--- src/rtl/rst_seq_sync_pkg.sv ---
// ============================================================================
// Module   : rst_seq_sync_pkg
// Brief    : Shared types, limits and sizing helper for the reset sequencer.
// Revision : 1.0 - initial release
// ============================================================================
`default_nettype none

package rst_seq_sync_pkg;

    typedef enum logic [1:0] {
        ASSERT  = 2'd0,
        HOLD    = 2'd1,
        RELEASE = 2'd2,
        DONE    = 2'd3
    } state_t;

    localparam int NUM_OUT_MIN     = 1;
    localparam int NUM_OUT_MAX     = 16;
    localparam int SYNC_STAGES_MIN = 2;
    localparam int SYNC_STAGES_MAX = 4;
    localparam int CYCLES_MAX      = 1023;

    // Wide enough for the larger of the hold and gap terminal counts, never zero.
    function automatic int cnt_width(input int hold, input int gap);
        int m;
        int w;
        m = (hold > gap) ? hold : gap;
        w = $clog2(m + 1);
        return (w < 1) ? 1 : w;
    endfunction

endpackage

`default_nettype wire

--- src/rtl/rst_sync_chain.sv ---
// ============================================================================
// Module   : rst_sync_chain
// Brief    : N-flop reset synchroniser, asynchronous assert / synchronous release.
// Revision : 1.0 - initial release
// ============================================================================
`default_nettype none

module rst_sync_chain #(
    parameter int STAGES = 2
) (
    input  logic CLK,
    input  logic RST,
    output logic SYNC_OUT
);

    logic [STAGES-1:0] chain_q;
    logic [STAGES-1:0] chain_d;

    always_comb begin
        chain_d = {chain_q[STAGES-2:0], 1'b1};
    end

    always_ff @(posedge CLK or negedge RST) begin
        if (!RST) begin
            chain_q <= '0;
        end else begin
            chain_q <= chain_d;
        end
    end

    assign SYNC_OUT = chain_q[STAGES-1];

endmodule

`default_nettype wire

--- src/rtl/rst_seq_sync.sv ---
// ============================================================================
// Module   : rst_seq_sync
// Brief    : Reset synchroniser plus ordered release of NUM_OUT reset outputs.
//            Software reset request enabled by macro RST_SEQ_SYNC_SWRST_EN.
// Revision : 1.0 - initial release
// ============================================================================
`default_nettype none

module rst_seq_sync
    import rst_seq_sync_pkg::*;
#(
    parameter int NUM_OUT     = 3,
    parameter int SYNC_STAGES = 2,
    parameter int HOLD_CYCLES = 4,
    parameter int GAP_CYCLES  = 3
) (
    input  logic               CLK,
    input  logic               RST,
    input  logic               SW_RST_REQ,
    output logic [NUM_OUT-1:0] SYNC_RST,
    output logic               RST_DONE
);

    localparam int CNT_W = cnt_width(HOLD_CYCLES, GAP_CYCLES);
    localparam int IDX_W = $clog2(NUM_OUT + 1);

    localparam logic [CNT_W-1:0] C_HOLD_LAST = CNT_W'(HOLD_CYCLES);
    localparam logic [CNT_W-1:0] C_GAP_LAST  = CNT_W'(GAP_CYCLES);
    localparam logic [IDX_W-1:0] C_IDX_LAST  = IDX_W'(NUM_OUT - 1);

    if (NUM_OUT < NUM_OUT_MIN || NUM_OUT > NUM_OUT_MAX ||
        SYNC_STAGES < SYNC_STAGES_MIN || SYNC_STAGES > SYNC_STAGES_MAX ||
        HOLD_CYCLES < 0 || HOLD_CYCLES > CYCLES_MAX ||
        GAP_CYCLES < 0 || GAP_CYCLES > CYCLES_MAX) begin : g_param_check
        $error("rst_seq_sync: parameter out of range");
    end

    logic               sync_q;
    logic               sw_req;
    state_t             state_q,    state_d;
    logic [CNT_W-1:0]   cnt_q,      cnt_d;
    logic [IDX_W-1:0]   idx_q,      idx_d;
    logic [NUM_OUT-1:0] sync_rst_q, sync_rst_d;
    logic               rst_done_q, rst_done_d;

    rst_sync_chain #(
        .STAGES   (SYNC_STAGES)
    ) u_sync_chain (
        .CLK      (CLK),
        .RST      (RST),
        .SYNC_OUT (sync_q)
    );

`ifdef RST_SEQ_SYNC_SWRST_EN
    assign sw_req = SW_RST_REQ;
`else
    logic unused_sw_rst_req;
    assign unused_sw_rst_req = SW_RST_REQ;
    assign sw_req            = 1'b0;
`endif

    always_comb begin
        state_d    = state_q;
        cnt_d      = cnt_q;
        idx_d      = idx_q;
        sync_rst_d = sync_rst_q;
        rst_done_d = rst_done_q;

        case (state_q)
            ASSERT: begin
                sync_rst_d = '0;
                rst_done_d = 1'b0;
                cnt_d      = '0;
                idx_d      = '0;
                if (sync_q) begin
                    state_d = HOLD;
                end
            end
            HOLD: begin
                if (cnt_q == C_HOLD_LAST) begin
                    sync_rst_d = NUM_OUT'(1);
                    cnt_d      = '0;
                    if (NUM_OUT == 1) begin
                        state_d    = DONE;
                        rst_done_d = 1'b1;
                    end else begin
                        state_d = RELEASE;
                        idx_d   = IDX_W'(1);
                    end
                end else begin
                    cnt_d = cnt_q + CNT_W'(1);
                end
            end
            RELEASE: begin
                if (cnt_q == C_GAP_LAST) begin
                    sync_rst_d = sync_rst_q | (NUM_OUT'(1) << idx_q);
                    cnt_d      = '0;
                    if (idx_q == C_IDX_LAST) begin
                        state_d    = DONE;
                        rst_done_d = 1'b1;
                    end else begin
                        idx_d = idx_q + IDX_W'(1);
                    end
                end else begin
                    cnt_d = cnt_q + CNT_W'(1);
                end
            end
            DONE: begin
            end
            default: begin
                state_d = ASSERT;
            end
        endcase

        // A software request outranks any release due on the same edge.
        if (sw_req && (state_q != ASSERT)) begin
            state_d    = HOLD;
            cnt_d      = '0;
            idx_d      = '0;
            sync_rst_d = '0;
            rst_done_d = 1'b0;
        end
    end

    always_ff @(posedge CLK or negedge RST) begin
        if (!RST) begin
            state_q    <= ASSERT;
            cnt_q      <= '0;
            idx_q      <= '0;
            sync_rst_q <= '0;
            rst_done_q <= 1'b0;
        end else begin
            state_q    <= state_d;
            cnt_q      <= cnt_d;
            idx_q      <= idx_d;
            sync_rst_q <= sync_rst_d;
            rst_done_q <= rst_done_d;
        end
    end

    assign SYNC_RST = sync_rst_q;
    assign RST_DONE = rst_done_q;

endmodule

`default_nettype wire

--- config.mk ---
export PLATFORM = sky130hd
export DESIGN_NAME = rst_seq_sync
export DESIGN_NICKNAME = d
export VERILOG_FILES = /design/src/rtl/rst_seq_sync_pkg.sv /design/src/rtl/rst_sync_chain.sv /design/src/rtl/rst_seq_sync.sv
export SDC_FILE = /design/constraint.sdc
export NUM_CORES = 1
export LEC_CHECK = 0
export CORE_ASPECT_RATIO = 0.8
export CORE_MARGIN = 1.5
export CORE_UTILIZATION = 30
export CTS_CLUSTER_DIAMETER = 40
export DETAILED_ROUTE_END_ITERATION = 7
export SLEW_MARGIN = 0
export SYNTH_ARGS = -nofsm -noshare
export SYNTH_HDL_FRONTEND = slang
export SYNTH_SLANG_ARGS = --single-unit
--- constraint.sdc ---
create_clock -name CLK -period 1.9 [get_ports CLK]
set_clock_uncertainty 0.05 [all_clocks]
set_input_delay 0.38 -clock CLK [delete_from_list [all_inputs] [get_ports CLK]]
set_output_delay 0.38 -clock CLK [all_outputs]
set_load 0.005 [all_outputs]
==> results of run 1 <==
==> what timing repair did <==
| action | CTS | global route |
|---|---|---|
| gates resized for setup | 0 | 1 |
| setup buffers | 0 | 2 |
| setup endpoints to repair | 0 | 1 |
| hold endpoints to repair | 0 | 0 |
==> Yosys cell counts <==
library cell,number
o221a_4,1
conb_1,1
nor3_4,1
a22o_2,1
o21ai_0,1
a31oi_1,1
mux2_1,1
dfrtp_1,13
nand3_1,1
a21boi_2,1
nand2_2,1
ha_1,13
nand2_1,6
o21ai_1,2
o22ai_1,1
inv_1,12
mux2i_1,3
nor2_1,3
nand2b_1,1
and2b_1,2
nor3_1,1
a221o_1,1
nor4bb_1,1
a21o_1,1
a21oi_1,7
buf_6,1
==> registers in the layout (all words and copies together) (netlist names) <==
register,flops
RST_DONE,1
SYNC_RST,3
idx_q,2
cnt_q,3
u_sync_chain.chain_q,2
state_q,2
==> cell type report <==
cell class                      count  area share (%)
Multi-Input combinational cell     52           42.77
Sequential cell                    13           32.42
Clock buffer                        4           2.618
Tap cell                           36           4.489
Inverter                           12           4.489
Timing Repair Buffer               16           13.22
==> how the worst max path moves through the flow <==
stage | start | to | slack [ps] | cells past startpoint
global placement | state_q[1]$_DFFE_PN0P_ | state_q[1]$_DFFE_PN0P_ | 90 | 6
finish | cnt_q[1]$_DFFE_PN0P_ | state_q[1]$_DFFE_PN0P_ | 40 | 6
global route | cnt_q[1]$_DFFE_PN0P_ | state_q[1]$_DFFE_PN0P_ | -30 | 6
detailed placement | state_q[1]$_DFFE_PN0P_ | state_q[1]$_DFFE_PN0P_ | 40 | 6
floorplan | state_q[0]$_DFFE_PN0P_ | state_q[1]$_DFFE_PN0P_ | 30 | 6
CTS | state_q[1]$_DFFE_PN0P_ | state_q[1]$_DFFE_PN0P_ | 10 | 6
==> critical path, cell delays in order, from the launching register on <==
cell and delay, ps:
dfrtp_1 380, ha_1 180, ha_2 190, and2b_1 200, nor3_4 180, o221a_4 230
mux2_1 330
==> layer usage <==
layer	part of all wire, %	global-route usage (%)	vias to the layer above
li1	-	-	295
met1	50	14.12	264
met2	45	17.91	8
met3	3.8	5.570	2
met4	1.4	4.348	0
met5	0	0	-
==> report_power, final <==
part | total (uW) | internal [uW] | switching (uW)
registers | 405 | 349 | 56.2
logic | 886 | 447 | 438
clock network | 177 | 81.5 | 95.9
total | 1470 | 878 | 591
==> stage by stage <==
| stage | TNS, ps | total power, uW | utilization [%] | setup WS [ps] |
|---|---|---|---|---|
| floorplan | 0 | 978.3 | - | 28.91 |
| global placement | 0 | 1240 | 38.35 | 88.38 |
| detailed placement | 0 | 1268 | 38.35 | 38.58 |
| CTS | 0 | 1449 | 39.40 | 12.94 |
| global route | -34.11 | 1599 | 40.10 | -34.11 |
| finish | 0 | 1468 | 40.10 | 41.19 |
==> cell families (layout without fill, tap and decap cells) <==
kind of cell,count (synthesis),in the layout
AOI/OAI and AO/OA,17,17
other,1,1
muxes,4,4
adders and majority gates,13,13
and+or+nand+nor,17,17
buffers and inverters,13,32
DFF,13,13
==> results.json, run 1 <==
{
  "outcome": "completed",
  "hold_depth": 0,
  "drv_slew": 0,
  "multi_input_area_um2": 429.2,
  "cts_made_buffers": 3,
  "synthMuxAreaShare_pct": 5.108,
  "stdcell_count": 133,
  "crit_path_max_fanout": 3,
  "layout_common_cells": "dfrtp_1 (13), inv_1 (12), ha_1 (12), buf_4 (11), a21oi_1 (7)",
  "worstPathArrival_ps": 1970,
  "setup_viol": 0,
  "r2r_end": "state_q[1]$_DFFE_PN0P_",
  "clock-sinks": 13,
  "hp-class": "flip-flop to flip-flop",
  "core-area_um2": 2502,
  "die_area_um2": 3016,
  "via_per_inst": 4.278,
  "grt_pass1_wl_mm": 2.539,
  "cts_root_buffer": "clkbuf_4",
  "postCtsHoldBufs": 0,
  "synth_top_family_by_area": "adder cells",
  "synth_area_leaders": "dfrtp_1 (40%), ha_1 (20%), inv_1 (5.6%), a21oi_1 (4.3%), mux2i_1 (3.7%)",
  "placed_cells": 127,
  "die_w_um": 61.03,
  "rr_startpoint": "cnt_q[1]$_DFFE_PN0P_",
  "die_height_um": 49.43,
  "grt_max_degree": 14,
  "fill_cells": 256,
  "rows": 16,
  "regToRegSetupSlack_ps": 40,
  "dpl-instance-area_um2": 959.7,
  "leakage_uw": 0.0004840,
  "netlist_instances": 78,
  "cp.required_ps": 2010,
  "mappedNetlistArea_um2": 808.3,
  "holdWs_ps": 302.0,
  "hpwl_mm": 1.123,
  "synthAdderAreaFrac_pct": 20.12,
  "diodes": 0,
  "detail_route.iter0.violations": 32,
  "io_pins": 7,
  "grt_pass1_vias": 570,
  "vdd_drop_max_mv": 0.4849,
  "rsz0062_at_grt": "yes",
  "cp-end-kind": "flip-flop",
  "insertion_delay_ps": 280,
  "wl_per_cell_um": 11.25,
  "wl_mm": 1.496,
  "maxCapViolCount": 0,
  "synth_top_area_share_pct": 40.25,
  "r2r_cells": 6,
  "portBuffers": 5,
  "hold_end": "u_sync_chain.chain_q[1]$_DFF_PN0_",
  "via_count": 569,
  "fmax_ghz": 0.5380,
  "avgSynthCellArea_um2": 10.36,
  "mostFrequentLayoutCell": "dfrtp_1",
  "post-route-min-period_ps": 1859,
  "ant_nets": 0,
  "initial_core_util_pct": 32.30,
  "gp_congestion": 0.7448,
  "clk_pin_slew_ps": 80,
  "min_from": "u_sync_chain.chain_q[0]$_DFF_PN0_",
  "synth_cell_types": 26,
  "layout-drive-gt1-share_pct": 20.62,
  "synth_compound_area_share_pct": 15.02,
  "post-route-period-util_pct": 97.83,
  "path_class": "flip-flop to flip-flop",
  "drc": 0,
  "synth-simple-area-share_pct": 12.07,
  "synthXorXnorAreaFrac_pct": 0,
  "ctsLongestPathBuffers": 2,
  "cts_tree": "yes",
  "cts_max_level": 1,
  "finalNetCount": 114,
  "antenna_found_initial": 0,
  "p_per_area_nw_per_um2": 1463,
  "firstDrtPassIters": 4,
  "syn_to_final_growth_pct": 24.15,
  "ys_seq_area_share_pct": 40.25,
  "syn-num-nets": 94,
  "yosys.area.top_type": "dfrtp_1",
  "hold_viol": 0,
  "seq_area_um2": 325.3,
  "startpoint_type": "flip-flop",
  "ys_ff_latch": 13,
  "yosys_warnings": 0,
  "overflow": 0,
  "final_area_um2": 1003,
  "grt_use_total_pct": 11.74
}
No activity file was read; power rests on OpenSTA's default activity.
==> inputs of run 2 (changes only) <==
--- a/config.mk
+++ b/config.mk
@@ -5,11 +5,13 @@
 export SDC_FILE = /design/constraint.sdc
 export NUM_CORES = 1
 export LEC_CHECK = 0
+export CAP_MARGIN = 10
 export CORE_ASPECT_RATIO = 0.8
 export CORE_MARGIN = 1.5
-export CORE_UTILIZATION = 30
+export CORE_UTILIZATION = 49
 export CTS_CLUSTER_DIAMETER = 40
 export DETAILED_ROUTE_END_ITERATION = 7
+export PLACE_DENSITY = 0.72
 export SLEW_MARGIN = 0
 export SYNTH_ARGS = -nofsm -noshare
 export SYNTH_HDL_FRONTEND = slang
==> run 2 against run 1 <==
Non-clock buffer count rose by 1. Sequential share of layout area decreased by 0.20 points. Largest cell class unchanged. Setup slack got worse by 3.6 ps. Via count rose by 2.6%.
==> results.json, run 2 (same netlist as run 1, synthesis figures left out) <==
{
  "post-route-period-util_pct": 98.02,
  "maxCapViolCount": 0,
  "cp.required_ps": 2020,
  "grt_use_total_pct": 18.10,
  "wl_mm": 1.438,
  "hpwl_mm": 1.057,
  "crit_path_max_fanout": 3,
  "grt.met2_usage_pct": 29.86,
  "fmax_ghz": 0.5369,
  "portBuffers": 5,
  "tightest_slew_ps": 592.1,
  "gp_congestion": 0.7714,
  "rsz0062_at_grt": "yes",
  "path_class": "flip-flop to flip-flop",
  "cts_root_buffer": "clkbuf_4",
  "min_from": "u_sync_chain.chain_q[0]$_DFF_PN0_",
  "layout_common_cells": "dfrtp_1 (13), inv_1 (12), buf_4 (12), ha_1 (11), a21oi_1 (7)",
  "diodes": 0,
  "cts_max_level": 1,
  "overflow": 0,
  "regToRegSetupSlack_ps": 40,
  "rows": 12,
  "use_met3_pct": 8.397,
  "p_per_area_nw_per_um2": 1482,
  "core-area_um2": 1456,
  "worstPathArrival_ps": 1980,
  "clk_pin_slew_ps": 80,
  "relSlewSlack_pct": 60.40,
  "hold_depth": 0,
  "r2r_end": "state_q[1]$_DFFE_PN0P_",
  "fin_util_pct": 69.33,
  "grt_pass1_vias": 550,
  "die_w_um": 48.41,
  "hold_end": "u_sync_chain.chain_q[1]$_DFF_PN0_",
  "rr_startpoint": "cnt_q[1]$_DFFE_PN0P_",
  "seq_area_um2": 325.3,
  "initial_core_util_pct": 55.50,
  "r2r_cells": 6,
  "wl_per_cell_um": 12.08,
  "ctsLongestPathBuffers": 2,
  "drv_slew": 0,
  "die_area_um2": 1904,
  "cp-end-kind": "flip-flop",
  "mostFrequentLayoutCell": "dfrtp_1",
  "io_pins": 7,
  "clock-sinks": 13,
  "setup_viol": 0,
  "post-route-min-period_ps": 1862,
  "hold_viol": 0,
  "leakage_uw": 0.0004945,
  "cts_tree": "yes",
  "grt_max_degree": 14,
  "fill_cells": 131,
  "finalSetupTns_ps": 0,
  "antenna_found_initial": 0,
  "outcome": "completed",
  "syn_to_final_growth_pct": 24.92,
  "finalNetCount": 115,
  "top_usage_layer": "met2",
  "via_count": 584,
  "postCtsHoldBufs": 0,
  "firstDrtPassIters": 4,
  "detail_route.iter0.violations": 6,
  "grt_pass1_wl_mm": 2.435,
  "use_met1_pct": 22.73,
  "layout-drive-gt1-share_pct": 24.49,
  "insertion_delay_ps": 280,
  "multi_input_area_um2": 445.4,
  "hp-class": "flip-flop to flip-flop",
  "drc": 0,
  "via_per_inst": 4.908,
  "ant_nets": 0,
  "die_height_um": 39.33,
  "startpoint_type": "flip-flop",
  "vdd_drop_max_mv": 0.9192,
  "cts_made_buffers": 3
}
## run 2: layout make-up
cell class              instances  area share, %
clock buffers                   3          2.230
clock inverters                 1         0.4957
inverters                      12          4.461
multi-input cells              52          44.11
flip-flops and latches         13          32.22
well taps                      21          2.602
repair buffers                 17          13.88
## run 2: through the flow
step	instance area, um2	setup WS, ps	hold slack, ps	std cells	total power [uW]
2_1_floorplan	808.3	28.91	34.41	78	978.3
3_3_place_gp	925.9	97.61	284.5	110	1217
3_5_place_dp	925.9	57.79	292.6	110	1242
4_1_cts	953.4	30.21	314.2	114	1420
5_1_grt	1010	-18.84	315.8	119	1637
6_report	1010	37.59	310.5	119	1496
## run 2: worst max-delay path by stage
stage / start / endpoint / slack, ps
floorplan: state_q[0]$_DFFE_PN0P_ / state_q[1]$_DFFE_PN0P_ / 30
global placement: state_q[1]$_DFFE_PN0P_ / state_q[1]$_DFFE_PN0P_ / 100
detailed placement: state_q[1]$_DFFE_PN0P_ / state_q[1]$_DFFE_PN0P_ / 60
CTS: state_q[1]$_DFFE_PN0P_ / state_q[1]$_DFFE_PN0P_ / 30
global route: cnt_q[0]$_DFFE_PN0P_ / state_q[1]$_DFFE_PN0P_ / -20
finish: cnt_q[1]$_DFFE_PN0P_ / state_q[1]$_DFFE_PN0P_ / 40
## run 2: power by group
group	switching (uW)	leakage, uW	internal [uW]
Clock	92.2	0.0000177	78.1
Sequential	51.1	0.000169	349
Combinational	444	0.000308	481
## run 2: worst max-delay path, stage by stage (launching register included)
cell	delay, ps
dfrtp_1	380
ha_2	210
ha_4	140
and2b_1	200
nor3_4	250
o221a_4	230
mux2_4	290
## run 2: timing repair
action                                  in CTS  in global routing
endpoints found under the setup margin       0                  3
hold endpoints to repair                     0                  0
resized for setup                            0                  4
buffers inserted                             0                  5
## run 2: layer usage
layer	share of wire, %	up-vias	routed length (um)
li1	-	295	-
met1	52	280	743
met2	44	9	631
met3	4.4	0	63
met4	0	0	0
met5	0	-	0
